`config.mk`:
```
export PLATFORM = sky130hd
export DESIGN_NAME = simple_bus_arbiter_flat
export DESIGN_NICKNAME = d
export VERILOG_FILES = /design/src/rtl/simple_bus_arbiter_if.sv /design/src/rtl/simple_bus_arbiter.sv /design/src/flat_wrapper.sv
export SDC_FILE = /design/constraint.sdc
export NUM_CORES = 1
export LEC_CHECK = 0
export ABC_AREA = 0
export CAP_MARGIN = 20
export CELL_PAD_IN_SITES_DETAIL_PLACEMENT = 0
export CELL_PAD_IN_SITES_GLOBAL_PLACEMENT = 1
export CORE_MARGIN = 2
export CORE_UTILIZATION = 32
export CTS_BUF_LIST = sky130_fd_sc_hd__clkbuf_4 sky130_fd_sc_hd__clkbuf_8
export DETAILED_ROUTE_END_ITERATION = 8
export PLACE_DENSITY = 0.9
export SKIP_CTS_REPAIR_TIMING = 1
export SLEW_MARGIN = 20
export SYNTH_ARGS = -nofsm -noshare
export SYNTH_HDL_FRONTEND = slang
export SYNTH_SLANG_ARGS = --single-unit
```
`constraint.sdc`:
```
create_clock -name clk -period 2.5 [get_ports clk]
set_input_delay 0.5 -clock clk [delete_from_list [all_inputs] [get_ports clk]]
set_output_delay 0.5 -clock clk [all_outputs]
set_load 0.01 [all_outputs]
```
`src/rtl/simple_bus_arbiter_if.sv`:
```
// Signal bundle between the requesting masters, the arbiter and the single bus slave.
// The slave modport is the arbiter's view; the master modport is the surrounding system's view.
interface simple_bus_arbiter_if #(
  parameter int NUM_M = 4
);
  logic [NUM_M-1:0]   m_req;
  logic [NUM_M-1:0]   m_rw;
  logic [8*NUM_M-1:0] m_addr;
  logic [8*NUM_M-1:0] m_wdata;
  logic [NUM_M-1:0]   m_gnt;
  logic [NUM_M-1:0]   m_valid;
  logic               m_err;
  logic [7:0]         m_rdata;
  logic               s_req;
  logic               s_rw;
  logic [7:0]         s_addr;
  logic [7:0]         s_wdata;
  logic [7:0]         s_rdata;
  logic               s_valid;

  modport slave (
    input  m_req, m_rw, m_addr, m_wdata, s_rdata, s_valid,
    output m_gnt, m_valid, m_err, m_rdata, s_req, s_rw, s_addr, s_wdata
  );

  modport master (
    output m_req, m_rw, m_addr, m_wdata, s_rdata, s_valid,
    input  m_gnt, m_valid, m_err, m_rdata, s_req, s_rw, s_addr, s_wdata
  );
endinterface

```
`src/rtl/simple_bus_arbiter.sv`:
```
// Round-robin arbiter that serialises NUM_M masters onto one slave bus, one transaction
// in flight, with a per-transaction timeout that answers 8'hFF and raises m_err.
module simple_bus_arbiter #(
  parameter int NUM_M   = 4,
  parameter int TIMEOUT = 16
) (
  input  logic                clk,
  input  logic                rst_n,
  simple_bus_arbiter_if.slave bus
);
  localparam int IDX_W = (NUM_M > 1) ? $clog2(NUM_M) : 1;
  localparam int CNT_W = $clog2(TIMEOUT) + 1;
  localparam logic [IDX_W-1:0] PTR_RST  = IDX_W'(NUM_M - 1);
  localparam logic [CNT_W-1:0] CNT_LAST = CNT_W'(TIMEOUT - 1);
  localparam logic [CNT_W-1:0] CNT_ONE  = CNT_W'(1);

  typedef enum logic [1:0] {
    ST_IDLE = 2'b00,
    ST_BUSY = 2'b01,
    ST_RESP = 2'b10
  } state_e;

  state_e             state_q, state_d;
  logic [IDX_W-1:0]   ptr_q, ptr_d;
  logic [IDX_W-1:0]   gidx_q, gidx_d;
  logic [CNT_W-1:0]   cnt_q, cnt_d;
  logic [NUM_M-1:0]   gnt_q, gnt_d;
  logic [NUM_M-1:0]   valid_q, valid_d;
  logic               err_q, err_d;
  logic [7:0]         rdata_q, rdata_d;
  logic               s_req_q, s_req_d;
  logic               s_rw_q, s_rw_d;
  logic [7:0]         s_addr_q, s_addr_d;
  logic [7:0]         s_wdata_q, s_wdata_d;

  logic               win_found_s;
  logic [IDX_W-1:0]   win_idx_s;
  logic [NUM_M-1:0]   win_onehot_s;
  logic               timeout_s;

  // Winner search: first requester strictly after the last-served master, wrapping.
  always_comb begin
    int  cand;
    logic hit;
    win_found_s = 1'b0;
    win_idx_s   = {IDX_W{1'b0}};
    cand        = 0;
    hit         = 1'b0;
    for (int k = 1; k <= NUM_M; k++) begin
      cand        = int'(ptr_q) + k;
      cand        = (cand >= NUM_M) ? (cand - NUM_M) : cand;
      hit         = !win_found_s && bus.m_req[cand[IDX_W-1:0]];
      win_idx_s   = hit ? cand[IDX_W-1:0] : win_idx_s;
      win_found_s = win_found_s | hit;
    end
    win_onehot_s = {{(NUM_M-1){1'b0}}, 1'b1} << win_idx_s;
  end

  assign timeout_s = (cnt_q == CNT_LAST);

  // Next-state logic.
  always_comb begin
    state_d = state_q;
    case (state_q)
      ST_IDLE: state_d = win_found_s ? ST_BUSY : ST_IDLE;
      ST_BUSY: state_d = (bus.s_valid || timeout_s) ? ST_RESP : ST_BUSY;
      ST_RESP: state_d = ST_IDLE;
      default: state_d = ST_IDLE;
    endcase
  end

  // Datapath next values; a real response takes priority over an expiring timeout.
  always_comb begin
    ptr_d     = ptr_q;
    gidx_d    = gidx_q;
    cnt_d     = cnt_q;
    gnt_d     = gnt_q;
    valid_d   = valid_q;
    err_d     = err_q;
    rdata_d   = rdata_q;
    s_req_d   = s_req_q;
    s_rw_d    = s_rw_q;
    s_addr_d  = s_addr_q;
    s_wdata_d = s_wdata_q;
    case (state_q)
      ST_IDLE: begin
        if (win_found_s) begin
          gidx_d    = win_idx_s;
          gnt_d     = win_onehot_s;
          cnt_d     = {CNT_W{1'b0}};
          s_req_d   = 1'b1;
          s_rw_d    = bus.m_rw[win_idx_s];
          s_addr_d  = bus.m_addr[{win_idx_s, 3'b000} +: 8];
          s_wdata_d = bus.m_wdata[{win_idx_s, 3'b000} +: 8];
        end else begin
          s_req_d   = 1'b0;
        end
      end
      ST_BUSY: begin
        if (bus.s_valid) begin
          rdata_d = bus.s_rdata;
          valid_d = gnt_q;
          err_d   = 1'b0;
          s_req_d = 1'b0;
          ptr_d   = gidx_q;
        end else if (timeout_s) begin
          rdata_d = 8'hFF;
          valid_d = gnt_q;
          err_d   = 1'b1;
          s_req_d = 1'b0;
          ptr_d   = gidx_q;
        end else begin
          cnt_d   = cnt_q + CNT_ONE;
        end
      end
      ST_RESP: begin
        valid_d = {NUM_M{1'b0}};
        err_d   = 1'b0;
        gnt_d   = {NUM_M{1'b0}};
      end
      default: begin
        valid_d = {NUM_M{1'b0}};
        err_d   = 1'b0;
        gnt_d   = {NUM_M{1'b0}};
        s_req_d = 1'b0;
      end
    endcase
  end

  // State register.
  always_ff @(posedge clk or negedge rst_n) begin
    if (!rst_n) begin
      state_q <= ST_IDLE;
    end else begin
      state_q <= state_d;
    end
  end

  // Registered datapath and outputs; reset aborts any transaction without a response.
  always_ff @(posedge clk or negedge rst_n) begin
    if (!rst_n) begin
      ptr_q     <= PTR_RST;
      gidx_q    <= {IDX_W{1'b0}};
      cnt_q     <= {CNT_W{1'b0}};
      gnt_q     <= {NUM_M{1'b0}};
      valid_q   <= {NUM_M{1'b0}};
      err_q     <= 1'b0;
      rdata_q   <= 8'h00;
      s_req_q   <= 1'b0;
      s_rw_q    <= 1'b0;
      s_addr_q  <= 8'h00;
      s_wdata_q <= 8'h00;
    end else begin
      ptr_q     <= ptr_d;
      gidx_q    <= gidx_d;
      cnt_q     <= cnt_d;
      gnt_q     <= gnt_d;
      valid_q   <= valid_d;
      err_q     <= err_d;
      rdata_q   <= rdata_d;
      s_req_q   <= s_req_d;
      s_rw_q    <= s_rw_d;
      s_addr_q  <= s_addr_d;
      s_wdata_q <= s_wdata_d;
    end
  end

  assign bus.m_gnt   = gnt_q;
  assign bus.m_valid = valid_q;
  assign bus.m_err   = err_q;
  assign bus.m_rdata = rdata_q;
  assign bus.s_req   = s_req_q;
  assign bus.s_rw    = s_rw_q;
  assign bus.s_addr  = s_addr_q;
  assign bus.s_wdata = s_wdata_q;
endmodule

```
`src/flat_wrapper.sv`:
```
// flat-port wrapper written by rule: the top's interface ports become plain ports
module simple_bus_arbiter_flat 
#(
  parameter int NUM_M   = 4,
  parameter int TIMEOUT = 16
)
  (clk, rst_n, bus_m_req, bus_m_rw, bus_m_addr, bus_m_wdata, bus_s_rdata, bus_s_valid, bus_m_gnt, bus_m_valid, bus_m_err, bus_m_rdata, bus_s_req, bus_s_rw, bus_s_addr, bus_s_wdata);
  simple_bus_arbiter_if #(.NUM_M(NUM_M)) bus_i ();
  input  logic clk;
  input  logic rst_n;
  input wire logic [$bits(bus_i.m_req)-1:0] bus_m_req;
  input wire logic [$bits(bus_i.m_rw)-1:0] bus_m_rw;
  input wire logic [$bits(bus_i.m_addr)-1:0] bus_m_addr;
  input wire logic [$bits(bus_i.m_wdata)-1:0] bus_m_wdata;
  input wire logic [$bits(bus_i.s_rdata)-1:0] bus_s_rdata;
  input wire logic [$bits(bus_i.s_valid)-1:0] bus_s_valid;
  output wire logic [$bits(bus_i.m_gnt)-1:0] bus_m_gnt;
  output wire logic [$bits(bus_i.m_valid)-1:0] bus_m_valid;
  output wire logic [$bits(bus_i.m_err)-1:0] bus_m_err;
  output wire logic [$bits(bus_i.m_rdata)-1:0] bus_m_rdata;
  output wire logic [$bits(bus_i.s_req)-1:0] bus_s_req;
  output wire logic [$bits(bus_i.s_rw)-1:0] bus_s_rw;
  output wire logic [$bits(bus_i.s_addr)-1:0] bus_s_addr;
  output wire logic [$bits(bus_i.s_wdata)-1:0] bus_s_wdata;
  assign bus_i.m_req = bus_m_req;
  assign bus_i.m_rw = bus_m_rw;
  assign bus_i.m_addr = bus_m_addr;
  assign bus_i.m_wdata = bus_m_wdata;
  assign bus_i.s_rdata = bus_s_rdata;
  assign bus_i.s_valid = bus_s_valid;
  assign bus_m_gnt = bus_i.m_gnt;
  assign bus_m_valid = bus_i.m_valid;
  assign bus_m_err = bus_i.m_err;
  assign bus_m_rdata = bus_i.m_rdata;
  assign bus_s_req = bus_i.s_req;
  assign bus_s_rw = bus_i.s_rw;
  assign bus_s_addr = bus_i.s_addr;
  assign bus_s_wdata = bus_i.s_wdata;
  simple_bus_arbiter #(.NUM_M(NUM_M), .TIMEOUT(TIMEOUT)) u_core (.clk(clk), .rst_n(rst_n), .bus(bus_i));
endmodule
```
==> impl_metrics.tcl, run 1 <==
set metrics [dict create \
    run_status "complete, no violations" \
    synthesis.nets 319 \
    slew_headroom_pct 32.5 \
    rsz_0062_raised_after_global_routing "no" \
    drc 0 \
    global_route.usage.total_pct 15.8 \
    final_count_of_negative_setup_slack_endpoints 0 \
    place.gp.congestion 0.757 \
    io_pins 118 \
    worst_vdd_drop_mv 0.397 \
    clock_power_share_pct 13.7 \
    critical_path.max_fanout 28 \
    drt_pre_antenna_iters 4 \
    fp.dieW_um 93.4 \
    worst-endpoint-required_ns 2.69 \
    die_height_um 93.4 \
    grt_start_max_net_pins 38 \
    worst_path_largest_cell_delay_ns 0.77 \
    synth_top_flop_cell "dfrtp_1" \
    syn-cell-area_um2 2560 \
    post_drt_wl_per_cell_um 15.2 \
    worst_setup_path_start_kind "input pin" \
    yosys_warnings 0 \
    grt_pass1_vias 2365 \
    most_used_standard_cell_by_instance_count_after_synthesis "dfrtp_1" \
    avgViaCountPerCell 5.01 \
    r2r-end "u_core.bus.s_wdata[2]$_DFFE_PN0P_" \
    die_area_um2 8730 \
    layout_min_cycle_time_ns 2.33 \
    worstMarginPinSlew_ns 1.01 \
    buffer_type_at_the_clock_tree_root "clkbuf_8" \
    worst-r2r-setup-slack_ns 0.39 \
    cts_tree "built" \
    antenna_cells 0 \
    final_max_slew_violation_count 0 \
    areaGrowthSynthToFinish_pct 53.4 \
    synth_async_sr_flop_share_pct 100 \
    io_buffers 117 \
    drt.antenna.violating_nets 0 \
    core_area_um2 7730 \
    synth.lib_cells_used.distinct 48 \
    leakage_nw 1.62 \
    synth_top_area_cell "dfrtp_1" \
    arr_time_crit_path_ns 2.52 \
    cts_num_sinks 46 \
    seqPwrFrac_pct 32.4 \
    power_mw 4.14 \
    timing_worst_setup_path_type "in2reg" \
    clock_tree.htree_level_count 2 \
    finalHoldViolations 0 \
    number_of_synthesized_register_bits 46 \
    r2r.worst_path.cells 5 \
    start_util_pct 33.1 \
    synth.top_cells.by_count "44 x dfrtp_1, 31 x nor2_1, 22 x mux2i_1" \
    grt-ovfl-total 0 \
    placement.cell_area_um2 3810 \
    layout.nets 441 \
    cp_endpoint_kind "register" \
    critical_path.reg2reg.startpoint "u_core.ptr_q[0]$_DFFE_PN1P_" \
    clock-skew-final_ns 0.0132 \
    num_vias 2298 \
    cts_inserted_buffers 5 \
    grt_pass1_wl_mm 11.1 \
    power.density_cell_area_nw_per_um2 1050 \
    post_synth_main_area_contributors "dfrtp_1 43%, mux2i_1 8.6%, a221oi_2 5.3%" \
    share_of_post_route_cells_with_drive_strength_above_1_pct 13.2 \
    clock.fmax_mhz 429 \
    post_synth.cell_area_avg_um2 10.9 \
    worst_skew_pair.late_latency_ns 0.30 \
    worstPathCellList "clkdlybuf4s50_1, nor4_2, nor3_4, nor2_1, mux2_2" \
    post-dp-hpwl_mm 5.18 \
    final.period_utilization_pct 93.2 \
    synth_enable_flop_cells 0 \
    net_switching_component_of_the_power_mw 1.56 \
    wl_mm 6.99 \
    clock_path_buffers 2 \
    finish.instance_area_um2 3930 \
    antenna_found_initial 0 \
    combinationalPowerShare_pct 53.9 \
    syn_inst 234 \
    cpMaxStageDelayCell "nor3_4" \
    layout.core_utilization_pct 50.8 \
    placement_rows 32 \
    worstHoldPathType "in2async" \
    dr.first_iter.drc_count 77 \
    synth_largest_type_area_fraction_pct 43.0 \
    timing.max_cap.violations 0 \
    cts.clk_slew.worst_paths_ns 0.08 \
    filler_cell_count 689 \
    p_int_mw 2.58 \
    switching_share_pct 37.7 \
    synth.yosys.seq_area_share_pct 45.1 \
]
[final cells by class]
class	count	area [µm²]	share of cell area, %
clock buffer	7	83.8	2.13
clock inverter	1	30.0	0.765
inverter	4	15.0	0.382
multi-input combinational	167	1230	31.2
sequential	46	1150	29.4
tap	102	128	3.25
timing repair buffer	132	1290	32.9
[worst max-delay path, delay by kind of cell]
| family | cells | cell delay [ns] |
|---|---|---|
| and+or+nand+nor | 3 | 1.13 |
| buffers and inverters | 1 | 0.54 |
| muxes | 1 | 0.33 |
[stage by stage]
stage | hold WS [ns] | setup WS, ns | instances | setup TNS, ns
2_1_floorplan | 0.204 | 0.753 | 234 | 0
3_3_place_gp | 0.468 | -0.0666 | 451 | -0.0666
3_5_place_dp | 0.471 | -0.146 | 451 | -0.392
4_1_cts | 0.336 | 0.166 | 459 | 0
5_1_grt | 0.373 | 0.00322 | 459 | 0
6_report | 0.300 | 0.170 | 459 | 0
[registers in the layout, indices dropped and copies added, names as in the netlist, 2 cells and up]
register            cells
u_core.bus.s_addr       8
u_core.bus.m_valid      4
u_core.gidx_q           2
u_core.state_q          2
u_core.bus.s_wdata      8
u_core.ptr_q            2
u_core.cnt_q            5
u_core.bus.m_rdata      8
u_core.bus.m_gnt        4
[how the worst max path moves through the flow]
| stage | start | endpoint | slack (ns) | depth (start not counted) |
|---|---|---|---|---|
| after floorplan | u_core.cnt_q[0]$_DFFE_PN0P_ | u_core.cnt_q[0]$_DFFE_PN0P_ | 0.75 | 6 |
| after global placement | bus_m_req[2] | u_core.cnt_q[0]$_DFFE_PN0P_ | -0.07 | 5 |
| after detailed placement | bus_m_req[2] | u_core.cnt_q[0]$_DFFE_PN0P_ | -0.15 | 5 |
| after CTS | bus_m_req[2] | u_core.cnt_q[0]$_DFFE_PN0P_ | 0.17 | 5 |
| after global routing | bus_m_req[2] | u_core.cnt_q[0]$_DFFE_PN0P_ | 0.003 | 5 |
| final | bus_m_req[2] | u_core.cnt_q[0]$_DFFE_PN0P_ | 0.17 | 5 |
[logic make-up (layout without fill, tap and decap cells)]
logic type / count (synthesis) / count (layout) / synth area share, %
simple gates: 55 / 55 / 10.4
fa+ha+maj: 2 / 2 / 0.977
compound gates: 83 / 83 / 26.0
xor+xnor: 2 / 2 / 0.684
flops: 46 / 46 / 45.1
buf+inv: 21 / 144 / 7.04
mux: 25 / 25 / 9.92
[power by group through the flow]
stage | clock network (mW) | logic, mW | registers, mW
after floorplan | 0 | 1.33 | 1.38
after global placement | 0 | 2.21 | 1.34
after detailed placement | 0 | 2.25 | 1.36
after CTS | 0.580 | 2.26 | 1.34
after global routing | 0.610 | 2.44 | 1.39
final | 0.567 | 2.23 | 1.34
[layout by cell type, fill, tap and decap left out, drive strengths merged, types with 3 or more instances in the layout]
cell and n:
clkdlybuf4s50 116, a21oi 3, o21ai 24, nor2 31
nand2 12, mux2 3, o22a 7, buf 16
inv 4, dfrtp 44, mux2i 22, clkbuf 7
o22ai 17, a221oi 18
[layer usage]
metal  track usage [%]  routed length (µm)  vias to the layer above
met5                 0                   0                        -
met4              3.80                  54                        0
met3              3.22                 430                        4
met2              27.7                3470                       78
met1              20.1                3040                     1089
li1                  -                   -                     1127
(Power assumes the default switching activity.)
==> run 2, diff against run 1 <==
--- a/config.mk
+++ b/config.mk
@@ -7,10 +7,8 @@
 export LEC_CHECK = 0
 export ABC_AREA = 0
 export CAP_MARGIN = 20
-export CELL_PAD_IN_SITES_DETAIL_PLACEMENT = 0
-export CELL_PAD_IN_SITES_GLOBAL_PLACEMENT = 1
 export CORE_MARGIN = 2
-export CORE_UTILIZATION = 32
+export CORE_UTILIZATION = 43
 export CTS_BUF_LIST = sky130_fd_sc_hd__clkbuf_4 sky130_fd_sc_hd__clkbuf_8
 export DETAILED_ROUTE_END_ITERATION = 8
 export PLACE_DENSITY = 0.9
==> run 2 against run 1 <==
Compared with the run above:
- first-iteration DRC count grew 51%
- clock power fell by 20%
- total power down 3.9%
- critical path depth is the same
- clock-buffer cell count fell by 2
- sequential share of layout area is 0.89 points higher
- global-route usage grew 5.4 points
- critical endpoint is now u_core.bus.s_addr[7]$_DFFE_PN0P_
- highest routed layer unchanged
==> impl_metrics.tcl, run 2 (synthesis results as in run 1) <==
set metrics [dict create \
    final.period_utilization_pct 89.1 \
    worst_skew_pair.late_latency_ns 0.30 \
    cp_endpoint_kind "register" \
    leakage_nw 1.57 \
    worstMarginPinSlew_ns 1.05 \
    die_area_um2 6590 \
    slew_headroom_pct 30.1 \
    io_buffers 117 \
    clock-skew-final_ns 0.00432 \
    grt_pass1_wl_mm 10.7 \
    clock_tree.htree_level_count 2 \
    layout.core_utilization_pct 65.2 \
    io_pins 118 \
    finalSetupTns_ns 0 \
    cts_tree "built" \
    cts_inserted_buffers 5 \
    avgViaCountPerCell 5.45 \
    layout.nets 435 \
    antenna_cells 0 \
    layout.cells.non_filler 426 \
    fp.dieW_um 81.2 \
    critical_path.reg2reg.startpoint "u_core.ptr_q[0]$_DFFE_PN1P_" \
    placement.cell_area_um2 3720 \
    critical_path_launch_point "bus_m_req[2]" \
    grt_pass1_vias 2246 \
    worst_setup_path_endpoint "u_core.bus.s_addr[7]$_DFFE_PN0P_" \
    clock_path_buffers 2 \
    dr.first_iter.drc_count 116 \
    timing.max_cap.violations 0 \
    worst-r2r-setup-slack_ns 0.31 \
    worst-endpoint-required_ns 2.72 \
    drc 0 \
    layout_common_cells "116 x clkdlybuf4s50_1, 44 x dfrtp_1, 31 x nor2_1" \
    start_util_pct 43.8 \
    r2r.worst_path.cells 5 \
    power.density_cell_area_nw_per_um2 1040 \
    placement_rows 28 \
    drt.antenna.violating_nets 0 \
    clock.fmax_mhz 449 \
    filler_cell_count 475 \
    worst_path_largest_cell_delay_ns 0.80 \
    critical_path.max_fanout 18 \
    share_of_post_route_cells_with_drive_strength_above_1_pct 11.7 \
    final_max_slew_violation_count 0 \
    wl_mm 6.97 \
    grt_start_max_net_pins 38 \
    areaGrowthSynthToFinish_pct 48.9 \
    worst_setup_path_start_kind "input pin" \
    drt_pre_antenna_iters 4 \
    grt-ovfl-total 0 \
    finalHoldViolations 0 \
    layout_commonest_cell "clkdlybuf4s50_1" \
    cts.clk_slew.worst_paths_ns 0.09 \
    core_area_um2 5850 \
    place.gp.congestion 0.818 \
    global_route.usage.total_pct 21.2 \
    num_vias 2321 \
    worstPathCellList "clkdlybuf4s50_1, a2bb2oi_2, o21ai_2, a221oi_1, o22ai_1" \
    worst_vdd_drop_mv 0.478 \
    antenna_found_initial 0 \
    worstHoldPathType "in2async" \
    r2r-end "u_core.bus.s_addr[7]$_DFFE_PN0P_" \
    buffer_type_at_the_clock_tree_root "clkbuf_8" \
    layout_min_cycle_time_ns 2.23 \
    numPlacedInstances 418 \
    post_drt_wl_per_cell_um 16.4 \
    cts_num_sinks 46 \
    finish.instance_area_um2 3810 \
    placement.setup.worst_slack_ns -0.0365 \
    die_height_um 81.2 \
    final_count_of_negative_setup_slack_endpoints 0 \
    arr_time_crit_path_ns 2.45 \
    run_status "complete, no violations" \
    rsz_0062_raised_after_global_routing "no" \
    post-dp-hpwl_mm 5.23 \
    final.setup.worst_slack_ns 0.272 \
    cpMaxStageDelayCell "o21ai_2" \
    timing_worst_setup_path_type "in2reg" \
    power_mw 3.98 \
    final.hold.worst_slack_ns 0.291 \
]
## run 2: cell count changes in the layout (fill, tap and decap cells not counted)
cell,delta
clkinvlp_4,+1
clkinv_2,+1
bufinv_16,-1
clkinv_4,+1
buf_12,-1
buf_4,-5
clkbuf_4,-2
## run 2: area by class of cell
class,count,area (µm²),share of cell area (%)
clock buffers,5,68.8,1.81
clock inverters,3,21.3,0.558
inverters,4,15.0,0.394
flip-flops and latches,46,1150,30.3
well taps,75,93.8,2.46
repair buffers,126,1230,32.4
multi-input cells,167,1230,32.2
## run 2: worst min path at each step
stage / from / slack [ns] / end
4_1_cts: rst_n / 0.31 / u_core.bus.m_rdata[5]$_DFFE_PN0P_
6_report: rst_n / 0.29 / u_core.bus.m_rdata[3]$_DFFE_PN0P_
3_3_place_gp: u_core.gidx_q[1]$_DFFE_PN0P_ / 0.46 / u_core.gidx_q[1]$_DFFE_PN0P_
5_1_grt: rst_n / 0.34 / u_core.bus.m_rdata[7]$_DFFE_PN0P_
2_1_floorplan: rst_n / 0.20 / u_core.bus.m_err$_DFFE_PN0P_
3_5_place_dp: u_core.cnt_q[4]$_DFFE_PN0P_ / 0.48 / u_core.cnt_q[4]$_DFFE_PN0P_
## run 2: report_power, final
part,internal [mW],total [mW],switching [mW]
Sequential,1.08,1.36,0.287
Combinational,1.14,2.16,1.02
Clock,0.197,0.456,0.259
## run 2: routing by layer
metal  vias up  wire, µm  track usage [%]
met5         -         0                0
met4         0       104             6.27
met3         9       483             6.56
met2        87      3570             36.6
met1      1112      2820             25.5
li1       1113         -                -
## run 2: worst max-delay path: cells and delay by family
kind | cells | cell delay (ns)
buffers and inverters | 1 | 0.52
AOI/OAI and AO/OA | 4 | 1.42
==> run 3, diff against run 2 <==
--- a/config.mk
+++ b/config.mk
@@ -7,6 +7,7 @@
 export LEC_CHECK = 0
 export ABC_AREA = 0
 export CAP_MARGIN = 20
+export CORE_ASPECT_RATIO = 0.75
 export CORE_MARGIN = 2
 export CORE_UTILIZATION = 43
 export CTS_BUF_LIST = sky130_fd_sc_hd__clkbuf_4 sky130_fd_sc_hd__clkbuf_8
==> run 3 against run 2 <==
Compared with the run above:
- setup slack got worse by 0.0066 ns
- total power up 0.91%
- die area is essentially flat
- clock power increased by 1%
- highest routed layer unchanged
- clock skew rose by 0.0034 ns
- clock-buffer cell count is 3 higher
- cell area is 0.85% higher
==> impl_metrics.tcl, run 3 (synthesis results as in run 1) <==
set metrics [dict create \
    drc 0 \
    finalHoldViolations 0 \
    final_count_of_negative_setup_slack_endpoints 0 \
    r2r.worst_path.cells 4 \
    num_vias 2321 \
    crit_path_max_delay_family "compound AO/OA/AOI/OAI gates" \
    worst_setup_path_start_kind "input pin" \
    die_height_um 70.8 \
    timing.max_cap.violations 0 \
    arr_time_crit_path_ns 2.44 \
    final.period_utilization_pct 89.4 \
    power.density_cell_area_nw_per_um2 1040 \
    start_util_pct 44.2 \
    worst_skew_pair.late_latency_ns 0.29 \
    cpMaxStageDelayCell "a221oi_4" \
    avgViaCountPerCell 5.40 \
    worstPathCellList "clkdlybuf4s50_1, o21ai_0, o21ai_1, a221oi_4, o21ai_0, o22ai_1" \
    final.hold.worst_slack_ns 0.224 \
    place.gp.congestion 0.842 \
    io_pins 118 \
    crit_path_frequent_cell "o21ai_0" \
    worstHoldPathType "in2async" \
    rsz_0062_raised_after_global_routing "no" \
    worst_vdd_drop_mv 0.452 \
    power_mw 4.01 \
    layout.cells.non_filler 430 \
    die_area_um2 6590 \
    antenna_found_initial 0 \
    timing.critical_path.buf_inv 1 \
    drt_pre_antenna_iters 4 \
    worstMarginPinSlew_ns 0.781 \
    grt_pass1_vias 2323 \
    leakage_nw 1.59 \
    filler_cell_count 452 \
    grt_start_max_net_pins 30 \
    worst-r2r-setup-slack_ns 0.52 \
    wirelength_met1_mm 2.96 \
    critical_path.reg2reg.startpoint "u_core.ptr_q[1]$_DFFE_PN1P_" \
    timing_worst_setup_path_type "in2reg" \
    detailroute.wirelength.met2_mm 3.45 \
    drt.antenna.violating_nets 0 \
    cts_tree "built" \
    areaGrowthSynthToFinish_pct 50.2 \
    wl_mm 6.90 \
    dr.first_iter.drc_count 168 \
    grt_pass1_wl_mm 11.1 \
    run_status "complete, no violations" \
    share_of_post_route_cells_with_drive_strength_above_1_pct 11.9 \
    met3_length_um 437 \
    layout_commonest_cell "clkdlybuf4s50_1" \
    topRoutingLayerUsed "met4" \
    buffer_type_at_the_clock_tree_root "clkbuf_8" \
    worst_path_largest_cell_delay_ns 0.70 \
    post-dp-hpwl_mm 5.16 \
    critical_path.max_fanout 19 \
    clock.fmax_mhz 448 \
    clock_path_buffers 2 \
    finalSetupTns_ns 0 \
    clock_tree.htree_level_count 2 \
    cts_inserted_buffers 5 \
    fp.dieW_um 93.1 \
    layout.nets 436 \
    post_drt_wl_per_cell_um 16.0 \
    numPlacedInstances 422 \
    clock-skew-final_ns 0.00773 \
    placement_rows 24 \
    grt-ovfl-total 0 \
    r2r-end "u_core.bus.s_wdata[1]$_DFFE_PN0P_" \
    worst-endpoint-required_ns 2.71 \
    cts.clk_slew.worst_paths_ns 0.08 \
    final_max_slew_violation_count 0 \
    slew_headroom_pct 47.9 \
    layout_min_cycle_time_ns 2.23 \
    layout.core_utilization_pct 66.3 \
    layout_common_cells "116 x clkdlybuf4s50_1, 44 x dfrtp_1, 31 x nor2_1" \
    global_route.usage.total_pct 21.2 \
    core_area_um2 5800 \
    io_buffers 117 \
    antenna_cells 0 \
    cp_endpoint_kind "register" \
    cts_num_sinks 46 \
]
[run 3: changes by cell type in the layout (fill, tap and decap cells not counted)]
| cell | change |
|---|---|
| clkbuf_4 | +3 |
| o21ai_4 | +1 |
| buf_12 | +1 |
| clkinv_2 | -1 |
| o21ai_2 | -1 |
| clkinv_4 | -1 |
| clkinvlp_4 | -1 |
[run 3: where the power goes]
group / leakage [nW] / internal (mW) / switching (mW)
Combinational: 0.993 / 1.16 / 1.02
Sequential: 0.543 / 1.08 / 0.295
Clock: 0.0498 / 0.231 / 0.230
[run 3: worst reg2reg max path: stages (launching register included)]
cell and delay [ns]:
dfstp_2 0.68, nor2_1 0.13, a221oi_4 0.71, o21ai_0 0.22
o22ai_1 0.17
[run 3: final cells by class]
class	instances	area [µm²]	share of cell area (%)
Timing Repair Buffer	127	1250	32.6
Multi-Input combinational cell	167	1230	32.1
Sequential cell	46	1150	30.0
Tap cell	78	97.6	2.54
Clock buffer	8	91.3	2.38
Inverter	4	15.0	0.390
[run 3: metrics by stage]
stage	worst slack (ns)	area, µm²
floorplan	0.753	2560
global placement	-0.0538	3750
CTS	0.147	3840
global route	0.0702	3840
finish	0.266	3840
detailed placement	-0.156	3750
[run 3: metal layers]
layer,vias up,track usage [%]
li1,1115,-
met1,1118,28.0
met2,80,35.7
met3,8,4.79
met4,0,5.39
met5,-,0
[run 3: worst max-delay path by stage]
stage	start	to	cells after the start
2_1_floorplan	u_core.cnt_q[0]$_DFFE_PN0P_	u_core.cnt_q[0]$_DFFE_PN0P_	6
3_3_place_gp	bus_m_req[0]	u_core.bus.s_wdata[3]$_DFFE_PN0P_	6
3_5_place_dp	bus_m_req[0]	u_core.bus.s_wdata[4]$_DFFE_PN0P_	6
4_1_cts	bus_m_req[0]	u_core.bus.s_wdata[4]$_DFFE_PN0P_	6
5_1_grt	bus_m_req[0]	u_core.bus.s_wdata[0]$_DFFE_PN0P_	6
6_report	bus_m_req[0]	u_core.bus.s_wdata[1]$_DFFE_PN0P_	6
